## src/rtl/axis_err_inj_pkg.sv

```systemverilog
// Shared types for the AXI4-Stream error injector: rule modes, rule FSM states
// and the configuration latched by each rule when it is armed.
package axis_err_inj_pkg;

  // Upper bounds for the latched configuration fields.
  // Instance widths must not exceed these.
  localparam int unsigned MAX_DATA_W  = 64;
  localparam int unsigned MAX_MATCH_W = 8;

  typedef enum logic [1:0] {
    MODE_OFF        = 2'd0,
    MODE_ONESHOT    = 2'd1,
    MODE_COUNT      = 2'd2,
    MODE_CONTINUOUS = 2'd3
  } mode_e;

  typedef enum logic [1:0] {
    ST_IDLE  = 2'd0,
    ST_ARMED = 2'd1,
    ST_DONE  = 2'd2
  } rule_state_e;

  typedef struct packed {
    mode_e                  mode;
    logic [MAX_MATCH_W-1:0] match;
    logic [MAX_DATA_W-1:0]  mask;
  } rule_cfg_t;

endpackage

```

## src/rtl/axis_err_inj_rule.sv

```systemverilog
// One injection rule: IDLE/ARMED/DONE FSM, configuration latched at arm time,
// and the remaining-hit counter used by ONESHOT and COUNT modes.
module axis_err_inj_rule
  import axis_err_inj_pkg::*;
#(
  parameter int unsigned DATA_W  = 64,
  parameter int unsigned MATCH_W = 8,
  parameter int unsigned CNT_W   = 16
) (
  input  logic               clk,
  input  logic               rst_n,
  input  logic               arm_i,
  input  logic               disarm_i,
  input  logic [1:0]         mode_i,
  input  logic [MATCH_W-1:0] match_i,
  input  logic [DATA_W-1:0]  mask_i,
  input  logic [CNT_W-1:0]   count_i,
  input  logic               hit_i,
  output logic               armed_o,
  output logic               done_o,
  output logic [MATCH_W-1:0] match_o,
  output logic [DATA_W-1:0]  mask_o
);

  rule_state_e      state_q, state_d;
  rule_cfg_t        cfg_q, cfg_d;
  logic [CNT_W-1:0] rem_q, rem_d;
  mode_e            arm_mode;

  assign arm_mode = mode_e'(mode_i);

  always_comb begin
    // NOTE: every variable gets a default first so no path leaves it unassigned (no latch).
    state_d = state_q;
    cfg_d   = cfg_q;
    rem_d   = rem_q;
    if (disarm_i) begin
      state_d = ST_IDLE;
    end else if (arm_i && arm_mode != MODE_OFF) begin
      cfg_d.mode  = arm_mode;
      cfg_d.match = MAX_MATCH_W'(match_i);
      cfg_d.mask  = MAX_DATA_W'(mask_i);
      rem_d       = (arm_mode == MODE_COUNT) ? count_i : CNT_W'(1);
      // A zero count has nothing to inject, so skip straight to DONE.
      state_d     = (arm_mode == MODE_COUNT && count_i == '0) ? ST_DONE : ST_ARMED;
    end else if (state_q == ST_ARMED && hit_i && cfg_q.mode != MODE_CONTINUOUS) begin
      rem_d = rem_q - CNT_W'(1);
      if (rem_q == CNT_W'(1)) state_d = ST_DONE;
    end
  end

  // NOTE: sequential state uses non-blocking assignments so all flops update together.
  always_ff @(posedge clk or negedge rst_n) begin
    if (!rst_n) begin
      state_q <= ST_IDLE;
      cfg_q   <= '0;
      rem_q   <= '0;
    end else begin
      state_q <= state_d;
      cfg_q   <= cfg_d;
      rem_q   <= rem_d;
    end
  end

  assign armed_o = (state_q == ST_ARMED);
  assign done_o  = (state_q == ST_DONE);
  assign match_o = cfg_q.match[MATCH_W-1:0];
  assign mask_o  = cfg_q.mask[DATA_W-1:0];

endmodule

```

## src/rtl/axis_err_injector.sv

```systemverilog
// AXI4-Stream bit-error injector: one register stage with full backpressure;
// beats whose header matches an armed rule are XORed with that rule's mask.
module axis_err_injector
  import axis_err_inj_pkg::*;
#(
  parameter int unsigned DATA_W    = 64,
  parameter int unsigned MATCH_LSB = 56,
  parameter int unsigned MATCH_W   = 8,
  parameter int unsigned NUM_RULES = 4,
  parameter int unsigned CNT_W     = 16
) (
  input  logic                         aclk,
  input  logic                         aresetn,
  input  logic [DATA_W-1:0]            s_tdata,
  input  logic                         s_tvalid,
  output logic                         s_tready,
  output logic [DATA_W-1:0]            m_tdata,
  output logic                         m_tvalid,
  input  logic                         m_tready,
  input  logic [NUM_RULES-1:0]         rule_arm,
  input  logic [NUM_RULES-1:0]         rule_disarm,
  input  logic [2*NUM_RULES-1:0]       rule_mode,
  input  logic [MATCH_W*NUM_RULES-1:0] rule_match,
  input  logic [DATA_W*NUM_RULES-1:0]  rule_mask,
  input  logic [CNT_W*NUM_RULES-1:0]   rule_count,
  output logic [NUM_RULES-1:0]         rule_armed,
  output logic [NUM_RULES-1:0]         rule_done,
  output logic [CNT_W-1:0]             inject_cnt
);

  logic                 xfer;
  logic [MATCH_W-1:0]   hdr;
  logic [NUM_RULES-1:0] hit;
  logic [DATA_W-1:0]    inj_mask;
  logic [MATCH_W-1:0]   r_match [NUM_RULES];
  logic [DATA_W-1:0]    r_mask  [NUM_RULES];

  logic                 m_tvalid_q, m_tvalid_d;
  logic [DATA_W-1:0]    m_tdata_q, m_tdata_d;
  logic [CNT_W-1:0]     inject_cnt_q, inject_cnt_d;

  // The stage can accept whenever it is empty or draining this cycle.
  assign s_tready = ~m_tvalid_q | m_tready;
  assign xfer     = s_tvalid & s_tready;
  assign hdr      = s_tdata[MATCH_LSB +: MATCH_W];

  for (genvar i = 0; i < NUM_RULES; i++) begin : g_rule
    axis_err_inj_rule #(
      .DATA_W  (DATA_W),
      .MATCH_W (MATCH_W),
      .CNT_W   (CNT_W)
    ) u_rule (
      .clk      (aclk),
      .rst_n    (aresetn),
      .arm_i    (rule_arm[i]),
      .disarm_i (rule_disarm[i]),
      .mode_i   (rule_mode[2*i +: 2]),
      .match_i  (rule_match[MATCH_W*i +: MATCH_W]),
      .mask_i   (rule_mask[DATA_W*i +: DATA_W]),
      .count_i  (rule_count[CNT_W*i +: CNT_W]),
      .hit_i    (hit[i]),
      .armed_o  (rule_armed[i]),
      .done_o   (rule_done[i]),
      .match_o  (r_match[i]),
      .mask_o   (r_mask[i])
    );

    assign hit[i] = xfer & rule_armed[i] & (hdr == r_match[i]);
  end

  always_comb begin
    inj_mask = '0;
    for (int i = 0; i < NUM_RULES; i++) begin
      if (hit[i]) inj_mask = inj_mask | r_mask[i];
    end
  end

  always_comb begin
    m_tvalid_d   = m_tvalid_q;
    m_tdata_d    = m_tdata_q;
    inject_cnt_d = inject_cnt_q;
    if (xfer) begin
      m_tvalid_d = 1'b1;
      m_tdata_d  = s_tdata ^ inj_mask;
    end else if (m_tready) begin
      m_tvalid_d = 1'b0;
    end
    // One count per corrupted beat regardless of how many rules hit it.
    if (|hit && inject_cnt_q != '1) inject_cnt_d = inject_cnt_q + CNT_W'(1);
  end

  always_ff @(posedge aclk or negedge aresetn) begin
    if (!aresetn) begin
      m_tvalid_q   <= 1'b0;
      // NOTE: the data register is reset too so m_tdata reads zero out of reset.
      m_tdata_q    <= '0;
      inject_cnt_q <= '0;
    end else begin
      m_tvalid_q   <= m_tvalid_d;
      m_tdata_q    <= m_tdata_d;
      inject_cnt_q <= inject_cnt_d;
    end
  end

  assign m_tvalid   = m_tvalid_q;
  assign m_tdata    = m_tdata_q;
  assign inject_cnt = inject_cnt_q;

endmodule

```

## config.mk

```make
export PLATFORM = sky130hd
export DESIGN_NAME = axis_err_injector
export DESIGN_NICKNAME = d
export VERILOG_FILES = /design/src/rtl/axis_err_inj_pkg.sv /design/src/rtl/axis_err_inj_rule.sv /design/src/rtl/axis_err_injector.sv
export SDC_FILE = /design/constraint.sdc
export NUM_CORES = 1
export LEC_CHECK = 0
export BUFFER_PORTS_ARGS = -buffer_cell sky130_fd_sc_hd__buf_2
export CAP_MARGIN = 20
export CORE_MARGIN = 3
export CORE_UTILIZATION = 35
export DETAILED_ROUTE_END_ITERATION = 12
export HOLD_SLACK_MARGIN = 0.15
export PLACE_DENSITY_LB_ADDON = 0.25
export SLEW_MARGIN = 20
export SYNTH_ARGS = -nofsm -noshare
export SYNTH_HDL_FRONTEND = slang
export SYNTH_SLANG_ARGS = --single-unit
```

## constraint.sdc

```tcl
create_clock -name aclk -period 6.4 [get_ports aclk]
set_input_delay 0.32 -clock aclk [delete_from_list [all_inputs] [get_ports aclk]]
set_output_delay 0.32 -clock aclk [all_outputs]
set_load 0.005 [all_outputs]
```

Yosys cells after proc, flatten, opt, wreduce, memory -nomap -nowiden
Cells that the tools add are included.
{ "word_totals": {"regBits": 449, "output_inout_bits": 90} }
{ "classes": {"n_addsub": 5, "eq_ne": 25, "n_mux": 38, "bitwise_logic": 19, "n_reduce_logical": 51} }
{ "op_table": {"columns": ["op", "count"], "rows": [
  ["64-bit 2-to-1 mux", 4],
  ["16-bit 2-to-1 mux", 12],
  ["64-bit OR", 3],
  ["16-bit by 1-bit == test with 1-bit output, second input constant", 4],
  ["16-bit zero test", 4],
  ["16-bit by 1-bit subtractor with 16-bit output, second input constant", 4],
  ["64-bit XOR", 1],
  ["2-bit 2-to-1 mux", 20],
  ["8-bit == test", 4],
  ["2-bit AND reduction", 12],
  ["3-bit nonzero test", 8],
  ["2-bit nonzero test", 9],
  ["1-bit logical AND", 17],
  ["16-bit by 1-bit adder with 16-bit output, second input constant", 1],
  ["2-bit == test, second input constant", 8],
  ["16-bit != test, second input constant", 1],
  ["1-bit AND", 9],
  ["2-bit by 1-bit == test with 1-bit output, second input constant", 4],
  ["2-bit != test, second input constant", 4],
  ["1-bit inverter", 5],
  ["4-bit OR reduction", 1],
  ["1-bit 2-to-1 mux", 2],
  ["1-bit OR", 1]
]} }

Depth between registers and ports, before layout
Gate-level depths: netlist of run 1.
{ "logic_depth": {"ltp_word": 13, "mapped_depth": 10} }

Modules after synthesis
A second synthesis of run 1 with hierarchy kept.
{ "unflattened": {"hier_cells": 2740, "hier_area_um2": 23737.8} }
{ "by_module_without_submodules": {"columns": ["mod", "instances", "cells_each", "area_per_inst_um2"], "rows": [
  ["axis_err_inj_rule (g_rule[0].u_rule ...)", 3, 530, 4561.9],
  ["axis_err_injector", 1, 627, 5572.8],
  ["axis_err_inj_rule (g_rule[3].u_rule)", 1, 523, 4479.3]
]} }

Worst setup path before layout of run 1
OpenSTA, ideal clock, no wires.
{ "synth_timing": {"path_type": "register -> register", "start": "register g_rule[1].u_rule.rem_q[0]", "end": "register g_rule[1].u_rule.rem_q[14]", "setup_ps": 136, "arrival_ps": 2206, "required_time_ps": 6264, "path_slack_ps": 4057, "path_stages_with_launch": 9, "period_less_slack_ps": 2343, "path_cell_list": "dfrtp_1 -> inv_1 -> ha_1 -> or3b_2 -> nor4_1 -> and2_1 -> a21oi_1 -> a2111oi_0 -> o22ai_1"} }
{ "synth_via": {"elab_chain_cells": 3} }
{ "synth_lines": {"columns": ["element", "line_no", "source"], "rows": [
  ["from (decl)", "axis_err_inj_rule.sv:27", "logic [CNT_W-1:0] rem_q, rem_d;"],
  ["from (signal assigned)", "axis_err_inj_rule.sv:61", "rem_q <= rem_d;"],
  ["16-bit by 1-bit subtractor with 16-bit output", "axis_err_inj_rule.sv:47", "rem_d = rem_q - CNT_W'(1);"],
  ["16-bit 2-to-1 mux", "axis_err_inj_rule.sv:46", "end else if (state_q == ST_ARMED && hit_i && cfg_q.mode != MODE_CONTINUOUS) begin"],
  ["16-bit 2-to-1 mux", "axis_err_inj_rule.sv:39", "end else if (arm_i && arm_mode != MODE_OFF) begin"]
]} }
Every way passes these cells. The select of a mux whose other input is x is not followed.
A chain may end at the register's enable or synchronous reset.

Worst setup path after layout of run 1
{ "layout_timing": {"start": "input s_tvalid", "end": "register inject_cnt_q[14] (netlist: inject_cnt[14])"} }
{ "layout_via": {"elab_chain_cells": 5, "elab_cells_between_ends": 11} }
{ "layout_lines": {"columns": ["element", "line_no", "source"], "rows": [
  ["from (decl)", "axis_err_injector.sv:15", "input logic s_tvalid,"],
  ["1-bit AND (*)", "axis_err_injector.sv:44", "assign xfer = s_tvalid & s_tready;"],
  ["1-bit AND (2 in series)", "axis_err_injector.sv:68", "assign hit[i] = xfer & rule_armed[i] & (hdr == r_match[i]);"],
  ["4-bit OR reduction (*)", "axis_err_injector.sv:89", "if (|hit && inject_cnt_q != '1) inject_cnt_d = inject_cnt_q + CNT_W'(1);"],
  ["1-bit logical AND (*)", "axis_err_injector.sv:89", null],
  ["to (signal assigned)", "axis_err_injector.sv:101", "inject_cnt_q <= inject_cnt_d;"],
  ["to (decl)", "axis_err_injector.sv:40", "logic [CNT_W-1:0] inject_cnt_q, inject_cnt_d;"]
]} }
Every way passes the cells marked *; elsewhere a longest branch is shown, timed or not.

==> out/metrics.cfg, run 1 <==
[global_route]
grt_max_degree=173
grt_use_total=0.279
grt_overflow=0
antenna_found_initial=23
grt_pass1_vias=23445
grt_pass1_wl_um=142000

[setup_path]
startpoint=s_tvalid
end_kind=register
r2r_cells=8
startpoint_type=input port
rrSetupSlack_ps=2830
r2r_start=m_tvalid
critPathRequiredTime_ps=6910
crit_type=input port to register
reg2reg_to=g_rule[1].u_rule.rem_q[4]
cp.arrival_ps=4100
endpoint=inject_cnt[14]
worstPathMaxFanout=30

[drt]
drt_wl_total_um=94000
wl_per_cell_um=23.1
first_iter_violations=1724
vias=22441
ant_nets=0
drc=0
viasPerCell=5.50
dr.pass1.iters=6

[pwr]
p_leak_nw=14.4
power_mw=8.57
p_sw_mw=2.59
intPower_mw=5.98
clkPwrFrac=0.364
vdd_ir_drop_max_mv=0.219
power_density_nw_per_um2=273
seq_power_share=0.426
swShare=0.302
combPwrFrac=0.210

[clock_tree]
cts_htree_levels=2
cts_setup_buffers=0
cts_root_buf=clkbuf_16
cts_buffer_depth=3
cts_hold_buf=423
cts.sinks=449
cts-buffers-inserted=53
tritoncts=built
cts_resized=0
clk-insertion-delay-late_ps=600
path_clk_slew_ps=60

[placed_design]
place.gp.congestion=0.900
dp_slack_ps=2830
post-dp-hpwl_um=62000
place_inst=3539
numPortBuffers=525

[floorplan]
rows=91
die_area_um2=65900
core_um2=61900
die_h_um=257
die_w_um=257
start_util=0.355
ios=526

[finish]
fin_cells=4078
drive_above_1_share=0.254
syn_to_final_growth_pct=42.8
fillers=5788
nNetsFinal=3626

[logic_synthesis]
synth-async-reset-ratio=1.00
yosysSeqAreaShare=0.511
yosysMostFrequentCell=nand2_1
synth_area_leaders=dfrtp_1 51%, nand2_1 10%, mux2_2 7.5%
synthDistinctLibCells=82
syn-cell-area_um2=22000
yosysTopAreaCell=dfrtp_1
synth_top_area_share=0.511
ys_ff_latch=449
yosysWarnings=0
syn_inst=2293
syn_nets=2738
syn_area_per_cell_um2=9.59
synthTopCellsByCount=594 x nand2_1, 449 x dfrtp_1, 146 x mux2_2
synthFlopType=dfrtp_1
synth_enable_flop_cells=0

[timing]
tns_ps=0
fin_ws_ps=2810
skew_ps=32.0
slew_viol_final=0
min_period_ps=3590
fmax_mhz=278
finalCritPeriodShare=0.562
hold_viol=0
tightest_slew_ps=1050
slew-limit-headroom=0.297
rsz0062_at_grt=no
setup_viol=0

[worst_hold_path]
hold_path_class=input port to register

[status]
status=completed

[run]
maxCapViolCount=0

## how the worst min path moves through the flow
stage                                        endpoint  slack (ps)     start  cells past startpoint
after floorplan            g_rule[0].u_rule.cfg_q[72]          20   aresetn                      0
after global placement    g_rule[2].u_rule.mask_o[30]         340   aresetn                      1
after global routing                         m_tvalid         180  m_tready                      4
final                                        m_tvalid         200  m_tready                      4
after CTS                                    m_tvalid         150  m_tready                      4
after detailed placement                  m_tdata[31]         350   aresetn                      1
## power by group through the flow
stage          Sequential (mW)  Clock (mW)  Combinational, mW
2_1_floorplan             3.60           0              0.948
3_3_place_gp              3.68           0               1.52
3_5_place_dp              3.69           0               1.56
4_1_cts                   3.64        3.19               1.78
5_1_grt                   3.71        3.31               1.98
6_report                  3.65        3.12               1.80
## through the flow
step / area [um^2] / utilization / hold slack [ps]
finish: 31400 / 0.507 / 204
floorplan: 22000 / - / 24.4
CTS: 31300 / 0.506 / 153
detailed placement: 25300 / 0.409 / 350
global placement: 25300 / 0.409 / 344
global route: 31400 / 0.507 / 178
## cells in the final DEF, fill, tap and decap left out, types with 30 or more instances in the layout
cell type	n
a21oi_1	55
nand4_1	51
clkbuf_16	54
a22oi_1	67
buf_2	524
nand3_1	100
o21ai_0	67
dfrtp_1	449
nand2_1	591
mux2_2	146
nor3_1	46
nor2_1	77
inv_1	36
o22ai_1	30
dlygate4sd3_1	423
## sequential cells by signal, indices dropped and copies added, names as in the netlist
name	count
g_rule.u_rule.match_o	32
g_rule.u_rule.rem_q	64
inject_cnt	16
g_rule.u_rule.cfg_q	8
g_rule.u_rule.state_q	8
m_tdata	64
m_tvalid	1
g_rule.u_rule.mask_o	256
## worst max-delay path, stage by stage
cell	delay [ps]
dlygate4sd3_1	550
buf_2	190
inv_1	150
nor4_2	800
and4bb_4	770
buf_4	570
o41ai_4	230
nor4_1	300
xor2_1	170
## metal layers
metal  routed length [um]  track usage
met1                38600        0.355
met5                   71            0
met4                 4760        0.130
met3                 6450       0.0529
met2                44100        0.460
## cells by family after synthesis
group | count (synthesis) | share of synthesized area
muxes | 146 | 0.0747
xor gates and xnor gates | 49 | 0.0195
AOI/OAI and AO/OA | 435 | 0.140
DFF | 449 | 0.511
buffers and inverters | 179 | 0.0365
adders and majority gates | 9 | 0.00512
and+or+nand+nor | 1026 | 0.213
## cell type report
cell class / count / area [um^2] / share of cell area
flip-flops and latches: 449 / 11200 / 0.358
multi-input cells: 1665 / 10100 / 0.320
repair buffers: 974 / 7120 / 0.226
clock buffers: 74 / 1530 / 0.0486
well taps: 837 / 1050 / 0.0333
clock inverters: 22 / 254 / 0.00808
inverters: 38 / 143 / 0.00454
diodes: 19 / 47.5 / 0.00151
Power figures use the tool's default switching activity.
==> inputs of run 2 (changes only) <==
==> constraint.sdc (replaced) <==
create_clock -name aclk -period 3 [get_ports aclk]
set_input_delay 0.15 -clock aclk [delete_from_list [all_inputs] [get_ports aclk]]
set_output_delay 0.15 -clock aclk [all_outputs]
set_load 0.005 [all_outputs]
==> run 2 against run 1 <==
Compared with the run above:
- sequential share of layout area is 1.0 points lower
- clock skew is 8.9 ps lower
- combinational power is 120% higher
- non-clock buffer count is 80 higher
- global-route usage is 0.13 points higher
- clock power is 120% higher
- largest cell class unchanged
- largest power group unchanged
==> out/metrics.cfg, run 2 (synthesis results as in run 1) <==
[status]
status=completed

[worst_hold_path]
hold_path_class=input port to async pin

[pwr]
power_density_nw_per_um2=580  ; +110%
p_leak_nw=14.8  ; +3.1%
vdd_ir_drop_max_mv=0.412  ; +88%

[timing]
hold_viol=0  ; unchanged
tightest_slew_ps=953  ; -102 ps
finalCritPeriodShare=0.957
skew_ps=23.1  ; -8.88 ps
slew_viol_final=0  ; unchanged
rsz0062_at_grt=no
min_period_ps=2870
slew-limit-headroom=0.365  ; +0.0680
tns_ps=0  ; unchanged
fmax_mhz=348
setup_viol=0  ; unchanged

[clock_tree]
cts.sinks=449  ; unchanged
cts-buffers-inserted=54  ; +1.9%
cts_htree_levels=2  ; unchanged
clk-insertion-delay-late_ps=610  ; about the same
tritoncts=built
path_clk_slew_ps=60  ; about the same
cts_buffer_depth=3  ; unchanged
cts_root_buf=clkbuf_16

[floorplan]
ios=526  ; unchanged
die_h_um=257  ; unchanged
die_w_um=257  ; unchanged
rows=91  ; unchanged
core_um2=61900  ; unchanged
die_area_um2=65900  ; unchanged
start_util=0.355  ; unchanged

[setup_path]
r2r_cells=7  ; -1
reg2reg_to=g_rule[3].u_rule.state_q[0]
end_kind=register
r2r_start=g_rule[3].u_rule.match_o[6]
startpoint_type=register
crit_type=register to register
cp.arrival_ps=3340  ; -760 ps
worstPathMaxFanout=10  ; -67%
critPathRequiredTime_ps=3470  ; -3440 ps
rrSetupSlack_ps=130  ; -2700 ps

[drt]
first_iter_violations=1783  ; +3.4%
drt_wl_total_um=94000  ; about the same
wl_per_cell_um=22.6  ; -2.0%
dr.pass1.iters=6  ; unchanged
ant_nets=0  ; unchanged
viasPerCell=5.42  ; -1.6%
drc=0  ; unchanged
vias=22529  ; +0.39%

[run]
maxCapViolCount=0  ; unchanged

[placed_design]
numPortBuffers=525  ; unchanged
place_inst=3581  ; +1.2%
post-dp-hpwl_um=63500  ; +2.4%
place.gp.congestion=0.897  ; -0.27%

[finish]
syn_to_final_growth_pct=46.9
drive_above_1_share=0.262  ; +0.00822
final_common_cell=nand2_1
final_cell_mix=591 x nand2_1, 524 x buf_2, 460 x dlygate4sd3_1
largest_reg_flops=256  ; unchanged
fin_cells=4160  ; +2.0%
nNetsFinal=3707  ; +2.2%

[global_route]
grt_pass1_vias=23711  ; +1.1%
grt_max_degree=99  ; -43%
grt_overflow=0  ; unchanged
antenna_found_initial=20  ; -13%
grt_pass1_wl_um=143000  ; +1.1%
grt_use_total=0.280  ; +0.00125

[run 2: cell types whose count changed in the layout (fill, tap and decap cells not counted), sizes merged]
cell,delta
buf,+43
dlygate4sd3,+37
clkinv,-8
clkbuf,+5
inv,+3
bufinv,+1
clkinvlp,+1
[run 2: how the worst max path moves through the flow]
stage / start / end / slack [ps] / cells after the start
floorplan: g_rule[1].u_rule.rem_q[0] / g_rule[1].u_rule.rem_q[14] / 660 / 8
global placement: m_tvalid / m_tdata[21] / 250 / 8
detailed placement: m_tvalid / m_tdata[44] / 160 / 8
CTS: g_rule[2].u_rule.state_q[1] / g_rule[2].u_rule.rem_q[5] / 80 / 7
global route: m_tvalid / g_rule[0].u_rule.rem_q[3] / 30 / 9
finish: g_rule[3].u_rule.match_o[6] / g_rule[3].u_rule.state_q[0] / 130 / 7
[run 2: metrics by stage]
stage / total power [mW] / worst slack (ps) / utilization / cell area [um^2] / hold WS (ps)
5_1_grt: 19.7 / 31.9 / 0.522 / 32300 / 212
3_3_place_gp: 11.2 / 248 / 0.416 / 25800 / 300
6_report: 18.8 / 129 / 0.522 / 32300 / 194
4_1_cts: 18.8 / 79.0 / 0.521 / 32300 / 157
2_1_floorplan: 9.70 / 657 / - / 22000 / -146
3_5_place_dp: 11.3 / 163 / 0.416 / 25800 / 296
[run 2: area by class of cell]
type                    count  area, um^2
clock buffers              79        1620
fillers                  5624       29600
diodes                     19        47.5
well taps                 837        1050
repair buffers           1054        7910
inverters                  38         143
clock inverters            19         270
multi-input cells        1665       10100
flip-flops and latches    449       11200
[run 2: what timing repair did]
action / CTS / global route
hold buffers: 460 / 0
setup buffers: 0 / 2
hold endpoints to repair: 515 / 0
setup endpoints to repair: 0 / 6
resized for setup: 0 / 2
[run 2: where the power goes]
group / total, mW / internal, mW / switching, mW
clock: 6.97 / 4.24 / 2.73
combinational: 3.99 / 1.84 / 2.15
sequential: 7.79 / 7.08 / 0.714
total: 18.8 / 13.2 / 5.59
[run 2: routing by layer]
| metal | vias to the layer above | global-route usage | wire (um) |
|---|---|---|---|
| met4 | 6 | 0.138 | 4860 |
| met2 | 1002 | 0.461 | 44200 |
| met1 | 11078 | 0.354 | 38500 |
| li1 | 10151 | - | - |
| met5 | - | 0 | 45 |
| met3 | 292 | 0.0539 | 6400 |
[run 2: worst max-delay path, cell delays in order, from the launching register on]
cell and delay (ps):
dfrtp_1 390, xor2_1 160, or4_1 540, and4bb_4 490
nand2_1 80, o311ai_1 380, o22ai_1 130, dlygate4sd3_1 580
==> inputs of run 3 (changes only) <==
==> constraint.sdc (replaced) <==
create_clock -name aclk -period 2.9 [get_ports aclk]
set_input_delay 0.145 -clock aclk [delete_from_list [all_inputs] [get_ports aclk]]
set_output_delay 0.145 -clock aclk [all_outputs]
set_load 0.005 [all_outputs]
==> run 3 against run 2 <==
Compared with the run above:
- cell count barely moved
- first-iteration DRC count increased by 6.3%
- fmax grew 2.3%
- critical path depth is 1 higher
- power increased by 3.8%
- via count grew 0.72%
- clock skew rose by 6.4 ps
- sequential share of layout area decreased by 0.13 points
- sequential cell count unchanged
- die area did not move
- sequential power rose by 3.6%
- combinational power rose by 3%
==> out/metrics.cfg, run 3 (synthesis results as in run 1) <==
[status]
status=completed

[pwr]
intPower_mw=13.7  ; +3.9%
combPwrFrac=0.211  ; -0.002
p_sw_mw=5.81  ; +3.8%
seq_power_share=0.414  ; -0.002
swShare=0.298  ; about the same
p_leak_nw=14.9  ; +0.23%
vdd_ir_drop_max_mv=0.486  ; +18%
clkPwrFrac=0.375  ; +0.003
power_density_nw_per_um2=600  ; +3.5%

[setup_path]
crit_type=register to register
startpoint_type=register
cp.arrival_ps=3270  ; -70 ps
worstPathMaxFanout=21  ; +11
end_kind=register
rrSetupSlack_ps=90  ; -40 ps
critPathRequiredTime_ps=3360  ; -110 ps

[global_route]
grt_max_degree=92  ; -7.1%
antenna_found_initial=20  ; unchanged
grt_pass1_wl_um=143000  ; -0.12%
grt_use_total=0.280  ; about the same
grt_pass1_vias=23787  ; +0.32%
grt_overflow=0  ; unchanged

[drt]
top_layer_used=met5
wl_met2_um=44100  ; -0.21%
wl_per_cell_um=22.7  ; +0.38%
first_iter_violations=1895  ; +6.3%
dr.pass1.iters=5  ; -1
drc=0  ; unchanged
vias=22691  ; +0.72%
viasPerCell=5.45  ; +0.65%
m1WireLength_um=38800  ; +0.85%
ant_nets=0  ; unchanged
met3_length_um=6570  ; +2.5%
drt_wl_total_um=94400  ; +0.45%

[clock_tree]
tritoncts=built
path_clk_slew_ps=60  ; about the same
cts_buffer_depth=3  ; unchanged
cts.sinks=449  ; unchanged
cts_htree_levels=2  ; unchanged
clk-insertion-delay-late_ps=600  ; about the same
cts_root_buf=clkbuf_16
cts-buffers-inserted=53  ; -1.9%

[timing]
rsz0062_at_grt=no
finalCritPeriodShare=0.968  ; +0.0106
setup_viol=0  ; unchanged
tns_ps=0  ; unchanged
slew-limit-headroom=0.420  ; +0.0552
skew_ps=29.6  ; +6.41 ps
slew_viol_final=0  ; unchanged
hold_viol=0  ; unchanged
min_period_ps=2810  ; -64.8 ps
fmax_mhz=356  ; +2.3%
tightest_slew_ps=870  ; -82.8 ps

[finish]
final_util=0.524  ; +0.00190
fin_cells=4163  ; +0.072%
fillers=5657  ; +0.59%
drive_above_1_share=0.265  ; +0.00248
nNetsFinal=3708  ; +0.027%
largest_reg_flops=256  ; unchanged
final_cell_area_um2=32400  ; +0.36%
syn_to_final_growth_pct=47.5
final_common_cell=nand2_1
final_cell_mix=591 x nand2_1, 524 x buf_2, 459 x dlygate4sd3_1

[placed_design]
place_inst=3582  ; +0.028%
numPortBuffers=525  ; unchanged
post_dp_cell_area_um2=25800  ; +0.27%
post-dp-hpwl_um=64200  ; +1.1%
place.gp.congestion=0.913  ; +1.7%

[floorplan]
rows=91  ; unchanged
die_h_um=257  ; unchanged
start_util=0.355  ; unchanged
core_um2=61900  ; unchanged
die_w_um=257  ; unchanged
ios=526  ; unchanged
die_area_um2=65900  ; unchanged

[run]
maxCapViolCount=0  ; unchanged

[worst_hold_path]
hold_path_class=input port to async pin

[run 3: changes by cell type in the layout (fill, tap and decap cells not counted), sizes merged]
cell	before	now
clkbuf	79	75
clkinv	10	15
buf	594	597
clkinvlp	1	2
bufinv	6	7
inv	40	38
dlygate4sd3	460	459
[run 3: worst paths after layout]
| path | to | startpoint | cells past startpoint |
|---|---|---|---|
| min reg2reg | g_rule[0].u_rule.mask_o[41] | g_rule[0].u_rule.mask_o[41] | 2 |
| max | g_rule[2].u_rule.state_q[0] | g_rule[2].u_rule.match_o[4] | 8 |
| max in group asynchronous | g_rule[1].u_rule.mask_o[58] | aresetn | 3 |
| min | g_rule[0].u_rule.mask_o[32] | aresetn | 2 |
| min in group aclk | m_tdata[48] | s_tvalid | 4 |
| max reg2reg | g_rule[2].u_rule.state_q[0] | g_rule[2].u_rule.match_o[4] | 8 |
[run 3: layout make-up]
class | count | area (um^2) | area share
Timing Repair Buffer | 1056 | 7990 | 0.246
Inverter | 38 | 143 | 0.00440
Sequential cell | 449 | 11200 | 0.346
Clock buffer | 75 | 1600 | 0.0493
Multi-Input combinational cell | 1665 | 10100 | 0.310
Antenna cell | 19 | 47.5 | 0.00147
Tap cell | 837 | 1050 | 0.0323
Clock inverter | 24 | 323 | 0.00995
[run 3: metrics by stage]
| stage | power (mW) | hold WS [ps] | worst slack [ps] |
|---|---|---|---|
| finish | 19.5 | 179 | 94.1 |
| global route | 20.4 | 224 | 5.64 |
| CTS | 19.6 | 169 | 21.7 |
| detailed placement | 11.7 | 215 | 291 |
| global placement | 11.6 | 210 | 363 |
| floorplan | 10.0 | -151 | 557 |
[run 3: routing by layer]
layer,vias up,global-route usage
met2,1059,0.454
met3,292,0.0592
li1,10135,-
met5,-,0
met1,11199,0.355
met4,6,0.141
[run 3: repair_timing]
item | CTS | global route
setup buffers | 0 | 4
hold buffers | 459 | 0
endpoints found under the hold margin | 720 | 0
endpoints found under the setup margin | 0 | 9
resized for setup | 0 | 3
[run 3: critical path, stage by stage, from the launching register on]
cell and delay [ps]:
dfrtp_1 390, xor2_1 180, or4_1 540, and4bb_4 380
buf_12 220, nand3_1 120, o211ai_1 180, a21oi_1 90
dlygate4sd3_1 560
[run 3: power groups by stage]
stage	Sequential [mW]	Combinational, mW	Clock, mW
2_1_floorplan	7.94	2.09	0
3_3_place_gp	8.13	3.47	0
3_5_place_dp	8.15	3.52	0
4_1_cts	8.05	4.06	7.46
5_1_grt	8.20	4.52	7.72
6_report	8.07	4.10	7.31
